File: src/rtl/core_controller.sv
// Warp-scheduling controller for a SIMT core: sequences fetch/decode/memory/execute/update
// and round-robins warps. Optional divergence detection under CORE_DIVERGENCE_CHECK_EN.
module core_controller #(
    parameter int unsigned THREADS_PER_WARP   = 4,
    parameter int unsigned MAX_WARPS_PER_CORE = 4,
    parameter int unsigned PC_BITS            = 8,
    parameter int unsigned WARP_ID_BITS       = (MAX_WARPS_PER_CORE > 1) ? $clog2(MAX_WARPS_PER_CORE) : 1
) (
    input  logic                                 clk,
    input  logic                                 reset,
    input  logic                                 start,
    input  logic [7:0]                           thread_count,
    output logic                                 fetch_valid,
    input  logic                                 fetch_ready,
    input  logic                                 decoded_ret,
    input  logic [THREADS_PER_WARP-1:0]          lsu_busy,
    input  logic [THREADS_PER_WARP*PC_BITS-1:0]  next_pc,
    output logic [2:0]                           core_state,
    output logic [WARP_ID_BITS-1:0]              current_warp_id,
    output logic [PC_BITS-1:0]                   current_pc,
    output logic [THREADS_PER_WARP-1:0]          active_mask,
    output logic                                 done,
    output logic                                 diverged
);

    localparam logic [2:0] S_IDLE    = 3'd0;
    localparam logic [2:0] S_FETCH   = 3'd1;
    localparam logic [2:0] S_DECODE  = 3'd2;
    localparam logic [2:0] S_REQUEST = 3'd3;
    localparam logic [2:0] S_WAIT    = 3'd4;
    localparam logic [2:0] S_EXECUTE = 3'd5;
    localparam logic [2:0] S_UPDATE  = 3'd6;
    localparam logic [2:0] S_DONE    = 3'd7;

    localparam int unsigned CNT_W = $clog2(MAX_WARPS_PER_CORE + 1);
    localparam int unsigned IDX_W = WARP_ID_BITS + 16;

    logic [2:0]                    state_q, state_d;
    logic [WARP_ID_BITS-1:0]       warp_id_q, warp_id_d;
    logic [PC_BITS-1:0]            pc_q [MAX_WARPS_PER_CORE];
    logic [PC_BITS-1:0]            pc_d [MAX_WARPS_PER_CORE];
    logic [MAX_WARPS_PER_CORE-1:0] done_flags_q, done_flags_d;

    logic [8:0]                    warps_raw;
    logic [CNT_W-1:0]              num_warps;
    logic [PC_BITS-1:0]            lead_pc_c;
    logic [MAX_WARPS_PER_CORE-1:0] done_flags_upd_c;
    logic [WARP_ID_BITS-1:0]       next_warp_c;
    logic                          next_found_c;
    int                            cand_c;

    // Launched warp count, clamped to the available contexts
    assign warps_raw = (9'(thread_count) + 9'(THREADS_PER_WARP - 1)) / 9'(THREADS_PER_WARP);
    assign num_warps = (warps_raw > 9'(MAX_WARPS_PER_CORE)) ? CNT_W'(MAX_WARPS_PER_CORE)
                                                             : CNT_W'(warps_raw);

    always_comb begin
        for (int i = 0; i < int'(THREADS_PER_WARP); i++) begin
            active_mask[i] = (IDX_W'(warp_id_q) * IDX_W'(THREADS_PER_WARP) + IDX_W'(i))
                             < IDX_W'(thread_count);
        end
    end

    // Next PC comes from the lowest-index active thread
    always_comb begin
        lead_pc_c = '0;
        for (int i = int'(THREADS_PER_WARP) - 1; i >= 0; i--) begin
            if (active_mask[i]) lead_pc_c = next_pc[i*PC_BITS +: PC_BITS];
        end
    end

    // Round-robin from current+1; the current warp is the last candidate
    always_comb begin
        done_flags_upd_c = done_flags_q;
        if (decoded_ret) done_flags_upd_c[warp_id_q] = 1'b1;
        next_warp_c  = warp_id_q;
        next_found_c = 1'b0;
        cand_c       = 0;
        for (int k = int'(MAX_WARPS_PER_CORE); k >= 1; k--) begin
            cand_c = int'(warp_id_q) + k;
            if (cand_c >= int'(num_warps)) cand_c = cand_c - int'(num_warps);
            if (k <= int'(num_warps) && cand_c < int'(num_warps)
                && !done_flags_upd_c[WARP_ID_BITS'(cand_c)]) begin
                next_warp_c  = WARP_ID_BITS'(cand_c);
                next_found_c = 1'b1;
            end
        end
    end

`ifdef CORE_DIVERGENCE_CHECK_EN
    logic diverged_q, diverged_d, diverge_c;

    always_comb begin
        diverge_c = 1'b0;
        for (int i = 0; i < int'(THREADS_PER_WARP); i++) begin
            if (active_mask[i] && next_pc[i*PC_BITS +: PC_BITS] != lead_pc_c) diverge_c = 1'b1;
        end
    end

    always_ff @(posedge clk or posedge reset) begin
        if (reset) diverged_q <= 1'b0;
        else       diverged_q <= diverged_d;
    end

    assign diverged = diverged_q;
`else
    assign diverged = 1'b0;
`endif

    always_comb begin
        state_d      = state_q;
        warp_id_d    = warp_id_q;
        pc_d         = pc_q;
        done_flags_d = done_flags_q;
`ifdef CORE_DIVERGENCE_CHECK_EN
        diverged_d   = diverged_q;
`endif
        case (state_q)
            S_IDLE: begin
                if (start) begin
                    pc_d         = '{default: '0};
                    done_flags_d = '0;
                    warp_id_d    = '0;
`ifdef CORE_DIVERGENCE_CHECK_EN
                    diverged_d   = 1'b0;
`endif
                    state_d      = (thread_count == 8'd0) ? S_DONE : S_FETCH;
                end
            end
            S_FETCH:   if (fetch_ready) state_d = S_DECODE;
            S_DECODE:  state_d = S_REQUEST;
            S_REQUEST: state_d = S_WAIT;
            S_WAIT:    if ((lsu_busy & active_mask) == '0) state_d = S_EXECUTE;
            S_EXECUTE: state_d = S_UPDATE;
            S_UPDATE: begin
                done_flags_d = done_flags_upd_c;
                if (!decoded_ret) begin
                    pc_d[warp_id_q] = lead_pc_c;
`ifdef CORE_DIVERGENCE_CHECK_EN
                    diverged_d = diverged_q | diverge_c;
`endif
                end
                if (next_found_c) begin
                    warp_id_d = next_warp_c;
                    state_d   = S_FETCH;
                end else begin
                    state_d   = S_DONE;
                end
            end
            S_DONE:    if (!start) state_d = S_IDLE;
            default:   state_d = S_IDLE;
        endcase
    end

    always_ff @(posedge clk or posedge reset) begin
        if (reset) begin
            state_q      <= S_IDLE;
            warp_id_q    <= '0;
            done_flags_q <= '0;
            pc_q         <= '{default: '0};
        end else begin
            state_q      <= state_d;
            warp_id_q    <= warp_id_d;
            done_flags_q <= done_flags_d;
            pc_q         <= pc_d;
        end
    end

    assign core_state      = state_q;
    assign current_warp_id = warp_id_q;
    assign current_pc      = pc_q[warp_id_q];
    assign fetch_valid     = (state_q == S_FETCH);
    assign done            = (state_q == S_DONE);

endmodule

File: config.mk
export PLATFORM = sky130hd
export DESIGN_NAME = core_controller
export DESIGN_NICKNAME = d
export VERILOG_FILES = /design/src/rtl/core_controller.sv
export SDC_FILE = /design/constraint.sdc
export NUM_CORES = 1
export LEC_CHECK = 0
export ABC_AREA = 1
export CAP_MARGIN = 10
export CORE_MARGIN = 5
export CORE_UTILIZATION = 47
export DETAILED_ROUTE_END_ITERATION = 10
export PLACE_DENSITY = 0.78
export SLEW_MARGIN = 25
export SYNTH_ARGS = -nofsm -noshare
export SYNTH_HDL_FRONTEND = slang
export SYNTH_SLANG_ARGS = --single-unit
File: constraint.sdc
create_clock -name clk -period 4 [get_ports clk]
set_clock_uncertainty 0.1 [all_clocks]
set_input_delay 1.2 -clock clk [delete_from_list [all_inputs] [get_ports clk]]
set_output_delay 1.2 -clock clk [all_outputs]
set_load 0.02 [all_outputs]
==> load_flow_metrics.sql, run 1 <==
INSERT INTO impl_metrics (metric_group, metric, value, unit) VALUES
('route', 'routed_wire_length', '10200', 'um'),
('sta', 'grt_setup_unrepaired', 'yes', ''),
('logic_synthesis', 'synth-edff-count', '0', ''),
('logic_synthesis', 'mapped_area', '0.00340', 'sq mm'),
('finish', 'syn2layout_area_growth', '42.6', '%'),
('cts', 'clkLatencyLatePin', '290', 'ps'),
('sta', 'worst_slew_pin_slew', '611', 'ps'),
('route', 'remaining_design_rule_violation_count', '0', ''),
('die', 'design.core.area', '0.00714', 'sq mm'),
('route', 'initialDrtViolationCount', '158', ''),
('sta', 'final-max-slew-violation-count', '0', ''),
('sta', 'final-setup-viol-count', '3', ''),
('place', 'gp_congestion', '0.870', ''),
('outcome', 'violations', 'negative setup slack', ''),
('place', 'dpl.cell_count', '679', ''),
('global_route', 'total_gr_overflow', '0', ''),
('finish', 'filler_cell_count', '590', ''),
('global_route', 'antenna_found_initial', '0', ''),
('logic_synthesis', 'yosys_register_bits', '41', ''),
('setup_path', 'timing.reg2reg.worst_path_depth', '24', ''),
('place', 'place.port_buffers', '51', ''),
('route', 'drtAntennaViolNets', '0', ''),
('logic_synthesis', 'sequential_to_total_area_share_from_yosys_stat', '30.1', '%'),
('outcome', 'status', 'finished with violations', ''),
('cts', 'cts-htree-levels', '2', ''),
('global_route', 'global_route.usage.total', '23.7', '%'),
('setup_path', 'regToRegStartpoint', 'current_warp_id[1]', ''),
('sta', 'relSlewSlack', '58.8', '%'),
('route', 'vias', '3763', ''),
('die', 'die_y', '95.1', 'um'),
('hold_path', 'worst_hold_path_type', 'flop to flop', ''),
('pwr', 'max-vdd-ir-drop', '447', 'uV'),
('sta', 'final_critical_path_setup_slack', '-22.5', 'ps'),
('setup_path', 'r2r-end', 'core_state[1]', ''),
('die', 'design.die.area', '0.00905', 'sq mm'),
('die', 'io_pins', '69', ''),
('logic_synthesis', 'avgSynthCellArea', '7.14', 'sq um'),
('setup_path', 'critical_path_required', '4130', 'ps'),
('cts', 'clockBufferDepth', '2', ''),
('global_route', 'number_of_global_route_vias_before_repair', '3778', ''),
('setup_path', 'critical-path-top-delay-family', 'simple AND/OR/NAND/NOR gates', ''),
('setup_path', 'worst_ep_arrival_time', '4150', 'ps'),
('setup_path', 'critical_path_buf_inv_count', '6', ''),
('logic_synthesis', 'postSynth.topFlopCell', 'sky130_fd_sc_hd__dfrtp_1', ''),
('setup_path', 'cp_common_cell', 'sky130_fd_sc_hd__nand2_1', ''),
('place', 'detailed_place_hpwl', '7620', 'um'),
('pwr', 'power_per_cell_area', '553', 'mW/mm^2'),
('route', 'detail_route.vias_per_cell', '5.35', ''),
('logic_synthesis', 'yosysMostFrequentCell', 'sky130_fd_sc_hd__nand2_1', ''),
('setup_path', 'worst-path-max-fanout', '4', ''),
('die', 'initial_utilization', '47.7', '%'),
('logic_synthesis', 'post_synth_main_area_contributors', 'sky130_fd_sc_hd__dfrtp_1, sky130_fd_sc_hd__nand2_1, sky130_fd_sc_hd__o21ai_0', ''),
('logic_synthesis', 'synth_common_cells', 'sky130_fd_sc_hd__nand2_1, sky130_fd_sc_hd__inv_1, sky130_fd_sc_hd__o21ai_0', ''),
('cts', 'clock_sink_count', '41', ''),
('setup_path', 'setup.worst_path.class', 'primary input to flop', ''),
('logic_synthesis', 'async_reset_ff_share', '100', '%'),
('setup_path', 'slowest_stage', 'sky130_fd_sc_hd__fa_2', ''),
('global_route', 'grt_start_max_net_pins', '27', ''),
('finish', 'diodes', '0', ''),
('cts', 'cts_root_buffer', 'sky130_fd_sc_hd__clkbuf_8', ''),
('setup_path', 'max_stage_delay', '360', 'ps'),
('die', 'placement_rows', '31', ''),
('hold_path', 'hold_depth', '2', ''),
('sta', 'min_period', '4020', 'ps'),
('logic_synthesis', 'syn_inst', '477', ''),
('cts', 'cts_buffers', '5', ''),
('cts', 'holdBufCountCts', '0', ''),
('setup_path', 'r2r_slack', '340', 'ps'),
('pwr', 'leakage', '0.00233', 'uW'),
('global_route', 'grt_first_pass_wirelength', '17000', 'um'),
('flow_run', 'drv.max_cap_violation_count', '0', '');
[sequential cells by signal, summed over array words and instances (netlist names)]
register         cells
done_flags_q         4
core_state           3
pc_q                32
current_warp_id      2
[logic make-up after synthesis]
logic type | share of synthesized area [%]
xor gates and xnor gates | 0.515
adders and majority gates | 12.6
AOI/OAI and AO/OA | 21.1
and+or+nand+nor | 25.2
DFF | 30.1
muxes | 0.294
other | 0.110
buffers and inverters | 10.1
[placed cells by master (no fill, tap or decap), drive strengths merged, types with 2 or more instances in the layout]
| cell | instances |
|---|---|
| nor3 | 2 |
| dfrtp | 41 |
| buf | 84 |
| nand3 | 40 |
| xor2 | 2 |
| ha | 23 |
| inv | 79 |
| nand2 | 102 |
| a21oi | 28 |
| o22ai | 26 |
| clkdlybuf4s50 | 39 |
| dlygate4sd2 | 3 |
| o21ai | 70 |
| fa | 7 |
| nand4 | 3 |
| clkbuf | 8 |
| nor2 | 39 |
[worst register-to-register path, stage by stage, from the launching register on]
cell	delay, ps
sky130_fd_sc_hd__dfrtp_1	690
sky130_fd_sc_hd__inv_1	120
sky130_fd_sc_hd__ha_1	360
sky130_fd_sc_hd__inv_1	190
sky130_fd_sc_hd__fa_2	240
sky130_fd_sc_hd__inv_2	40
sky130_fd_sc_hd__fa_2	370
sky130_fd_sc_hd__inv_2	80
sky130_fd_sc_hd__nand2_4	60
sky130_fd_sc_hd__nand2_2	50
sky130_fd_sc_hd__o21a_1	150
sky130_fd_sc_hd__inv_2	60
sky130_fd_sc_hd__ha_4	250
sky130_fd_sc_hd__nand2_2	40
sky130_fd_sc_hd__nand2_1	60
sky130_fd_sc_hd__nand2_1	50
sky130_fd_sc_hd__nand2_1	50
sky130_fd_sc_hd__nand2_1	60
sky130_fd_sc_hd__nand2_2	90
sky130_fd_sc_hd__inv_2	50
sky130_fd_sc_hd__nor2_4	120
sky130_fd_sc_hd__nand2_2	70
sky130_fd_sc_hd__nand2_1	60
sky130_fd_sc_hd__nand2_1	60
sky130_fd_sc_hd__a21oi_2	120
[per-stage QoR]
step	power, uW	hold WS (ps)	cell area, sq um	TNS (ps)	setup slack, ps
after global placement	2100	384	4520	-4070	-617
after CTS	2610	408	4740	0	7.66
final	2690	404	4850	-51.7	-22.5
after global routing	2900	443	4850	-783	-220
after detailed placement	2160	392	4520	-4590	-729
after floorplan	1520	369	3480	-3.36	-3.36
[power breakdown]
group,internal [uW],switching (uW)
registers,494,75.6
clock network,203,140
logic,785,989
[cell type report]
type	instances	area, sq um	share of cell area [%]
Clock inverter	1	30.0	0.619
Clock buffer	7	86.3	1.78
Tap cell	99	124	2.55
Sequential cell	41	1030	21.1
Timing Repair Buffer	128	1070	22.1
Inverter	80	305	6.29
Multi-Input combinational cell	348	2210	45.5
[repair_timing]
action	4_1_cts	5_1_grt
buffers inserted	13	4
pin swaps	27	22
setup endpoints to repair	8	5
hold endpoints to repair	0	0
resized for setup	49	25
[routing by layer]
| layer | vias up | global-route usage [%] | wire length, um |
|---|---|---|---|
| li1 | 1825 | - | - |
| met1 | 1762 | 27.7 | 3940 |
| met2 | 147 | 42.9 | 5370 |
| met3 | 29 | 2.84 | 570 |
| met4 | 0 | 10.8 | 363 |
| met5 | - | 0 | 0 |
[how the worst max path moves through the flow]
stage                                from                  to  slack [ps]  cells after the start
final                     thread_count[5]       core_state[1]         -20                     28
after CTS                 thread_count[2]       core_state[1]           8                     26
after detailed placement  thread_count[5]       core_state[1]        -730                     27
after global placement    thread_count[5]       core_state[1]        -620                     27
after floorplan           thread_count[5]  current_warp_id[0]          -3                     26
after global routing      thread_count[3]  current_warp_id[0]        -220                     24
(Power assumes the default switching activity.)
==> inputs of run 2 (changes only) <==
- SETUP_SLACK_MARGIN: unset -> 0.05
==> load_flow_metrics.sql, run 2 (synthesized netlist as in run 1, its figures left out) <==
INSERT INTO impl_metrics (metric_group, metric, value, unit) VALUES
('outcome', 'status', 'finished with violations', ''),
('outcome', 'violations', 'negative setup slack', ''),
('die', 'die-width', '95.1', 'um'),
('place', 'place.port_buffers', '51', ''),
('sta', 'relSlewSlack', '46.5', '%'),
('pwr', 'pwr-share-seq', '21.3', '%'),
('finish', 'top_register', 'pc_q', ''),
('flow_run', 'drv.max_cap_violation_count', '0', ''),
('die', 'placement_rows', '31', ''),
('sta', 'min_period', '4150', 'ps'),
('finish', 'layout_commonest_cell', 'sky130_fd_sc_hd__buf_4', ''),
('setup_path', 'setup.worst_path.class', 'primary input to flop', ''),
('route', 'vias', '3856', ''),
('place', 'gp_congestion', '0.901', ''),
('cts', 'tritoncts_clock_tree', 'yes', ''),
('sta', 'final-max-slew-violation-count', '0', ''),
('pwr', 'max-vdd-ir-drop', '420', 'uV'),
('pwr', 'p_switching', '1260', 'uW'),
('sta', 'hold_fails_final_rpt', '0', ''),
('global_route', 'number_of_global_route_vias_before_repair', '3751', ''),
('pwr', 'final_total_power', '2680', 'uW'),
('cts', 'cts_root_buffer', 'sky130_fd_sc_hd__clkbuf_8', ''),
('finish', 'final_nets', '688', ''),
('cts', 'cts_buffers', '5', ''),
('pwr', 'leakage', '0.00237', 'uW'),
('global_route', 'grt_start_max_net_pins', '42', ''),
('global_route', 'global_route.usage.total', '24.0', '%'),
('cts', 'clockBufferDepth', '2', ''),
('pwr', 'switching_share', '46.9', '%'),
('route', 'drt_pass1_iterations', '5', ''),
('hold_path', 'worst_hold_path_type', 'flop to flop', ''),
('pwr', 'internal_power', '1430', 'uW'),
('sta', 'final-setup-viol-count', '4', ''),
('setup_path', 'worst_ep_arrival_time', '4260', 'ps'),
('sta', 'worst_slew_pin_slew', '802', 'ps'),
('die', 'design.core.area', '0.00714', 'sq mm'),
('setup_path', 'critical_path_required', '4120', 'ps'),
('route', 'routed_wire_length', '10800', 'um'),
('cts', 'clkLatencyLatePin', '290', 'ps'),
('global_route', 'antenna_found_initial', '0', ''),
('cts', 'cts-htree-levels', '2', ''),
('route', 'drtAntennaViolNets', '0', ''),
('sta', 'fin_worst_hold_slack', '408', 'ps'),
('die', 'io_pins', '69', ''),
('sta', 'fin_tns_setup', '-511', 'ps'),
('finish', 'max_ffs_per_register', '32', ''),
('die', 'initial_utilization', '47.7', '%'),
('finish', 'layout-drive-gt1-share', '29.7', '%'),
('finish', 'layout.cells.most_common_list', 'sky130_fd_sc_hd__buf_4, sky130_fd_sc_hd__nand2_1, sky130_fd_sc_hd__inv_1, sky130_fd_sc_hd__o21ai_0, sky130_fd_sc_hd__dfrtp_1', ''),
('global_route', 'grt_first_pass_wirelength', '17200', 'um'),
('cts', 'clock_sink_count', '41', ''),
('pwr', 'pwr-share-comb', '68.9', '%'),
('finish', 'diodes', '0', ''),
('route', 'initialDrtViolationCount', '213', ''),
('setup_path', 'worst-path-max-fanout', '5', ''),
('pwr', 'p_clk_share', '9.8', '%'),
('route', 'remaining_design_rule_violation_count', '0', ''),
('die', 'die_y', '95.1', 'um'),
('global_route', 'total_gr_overflow', '0', ''),
('pwr', 'power_per_cell_area', '544', 'mW/mm^2'),
('setup_path', 'cp-end-kind', 'flop', ''),
('sta', 'final_critical_path_setup_slack', '-147', 'ps'),
('cts', 'cts.reportedPaths.clkPinSlew', '80', 'ps'),
('sta', 'period_share', '104', '%'),
('sta', 'highest_clock_rate', '241', 'MHz'),
('route', 'detail_route.vias_per_cell', '5.44', ''),
('route', 'wire_per_inst', '15.3', 'um'),
('place', 'detailed_place_hpwl', '7440', 'um'),
('sta', 'grt_setup_unrepaired', 'yes', ''),
('finish', 'syn2layout_area_growth', '44.9', '%'),
('die', 'design.die.area', '0.00905', 'sq mm'),
('setup_path', 'startpoint_type', 'primary input', '');
-- run 2: changes by cell type in the layout (fill, tap and decap cells not counted), sizes merged --
cell / before / now
buf: 84 / 89
bufinv: 1 / 0
clkbuf: 8 / 7
clkdlybuf4s15: 1 / 3
clkinvlp: 0 / 2
dlygate4sd2: 3 / 1
-- run 2: what timing repair did --
action	CTS	global route
endpoints found under the setup margin	8	7
hold buffers	0	0
resized for setup	55	36
setup buffers	14	6
pin swaps	26	33
hold endpoints to repair	0	0
-- run 2: layout make-up --
class                   count  area, sq um
multi-input cells         348         2240
fillers                   614         2200
repair buffers            133         1140
flip-flops and latches     41         1030
inverters                  80          318
well taps                  99          124
clock buffers               6         72.6
clock inverters             2         15.0
-- run 2: metrics by stage --
stage	std cells	area (sq um)	util [%]	worst slack, ps
after floorplan	477	3500	-	11.0
after global placement	681	4550	63.8	-721
after detailed placement	681	4550	63.8	-793
after CTS	703	4770	66.8	39.2
after global routing	709	4930	69.1	-301
final	709	4930	69.1	-147
-- run 2: worst max-delay path, cell delays in order --
cell and delay (ps):
sky130_fd_sc_hd__buf_6 90, sky130_fd_sc_hd__inv_1 50, sky130_fd_sc_hd__nand2_2 100, sky130_fd_sc_hd__nand2_4 90
sky130_fd_sc_hd__o21ai_4 190, sky130_fd_sc_hd__buf_4 140, sky130_fd_sc_hd__buf_4 150, sky130_fd_sc_hd__inv_2 60
sky130_fd_sc_hd__buf_4 150, sky130_fd_sc_hd__fa_2 390, sky130_fd_sc_hd__inv_2 90, sky130_fd_sc_hd__nand2_4 70
sky130_fd_sc_hd__o21ai_4 180, sky130_fd_sc_hd__inv_2 70, sky130_fd_sc_hd__ha_1 270, sky130_fd_sc_hd__o21ai_1 60
sky130_fd_sc_hd__nand2_1 80, sky130_fd_sc_hd__nand2_1 70, sky130_fd_sc_hd__nand2_1 80, sky130_fd_sc_hd__nand2_2 70
sky130_fd_sc_hd__nand2_2 110, sky130_fd_sc_hd__nand2_4 60, sky130_fd_sc_hd__nor2_4 100, sky130_fd_sc_hd__nand3_2 80
sky130_fd_sc_hd__nand2_2 120, sky130_fd_sc_hd__nand2_1 60, sky130_fd_sc_hd__o21ai_1 70
-- run 2: final timing paths --
path	cells past startpoint	slack (ps)	to	startpoint
max	27	-150	current_warp_id[1]	thread_count[1]
min	2	410	pc_q[23]	pc_q[23]
max reg2reg	24	250	current_warp_id[1]	current_warp_id[1]
min reg2reg	2	410	pc_q[23]	pc_q[23]
max in group asynchronous	3	2220	pc_q[31]	reset
min in group asynchronous	3	1230	pc_q[18]	reset
-- run 2: layer usage --
metal / wire length (um) / up-vias / track usage [%] / part of all wire (%)
met4: 293 / 0 / 5.05 / 2.7
met3: 457 / 29 / 3.00 / 4.2
met1: 4330 / 1845 / 28.7 / 40
li1: - / 1844 / - / -
met2: 5760 / 138 / 45.5 / 53
met5: 0 / - / 0 / 0
-- run 2: power by group through the flow --
stage / logic (uW) / registers, uW / clock network (uW)
after floorplan: 936 / 585 / 0
after global placement: 1540 / 571 / 0
after detailed placement: 1580 / 578 / 0
after CTS: 1680 / 569 / 270
after global routing: 2020 / 584 / 295
final: 1850 / 572 / 262
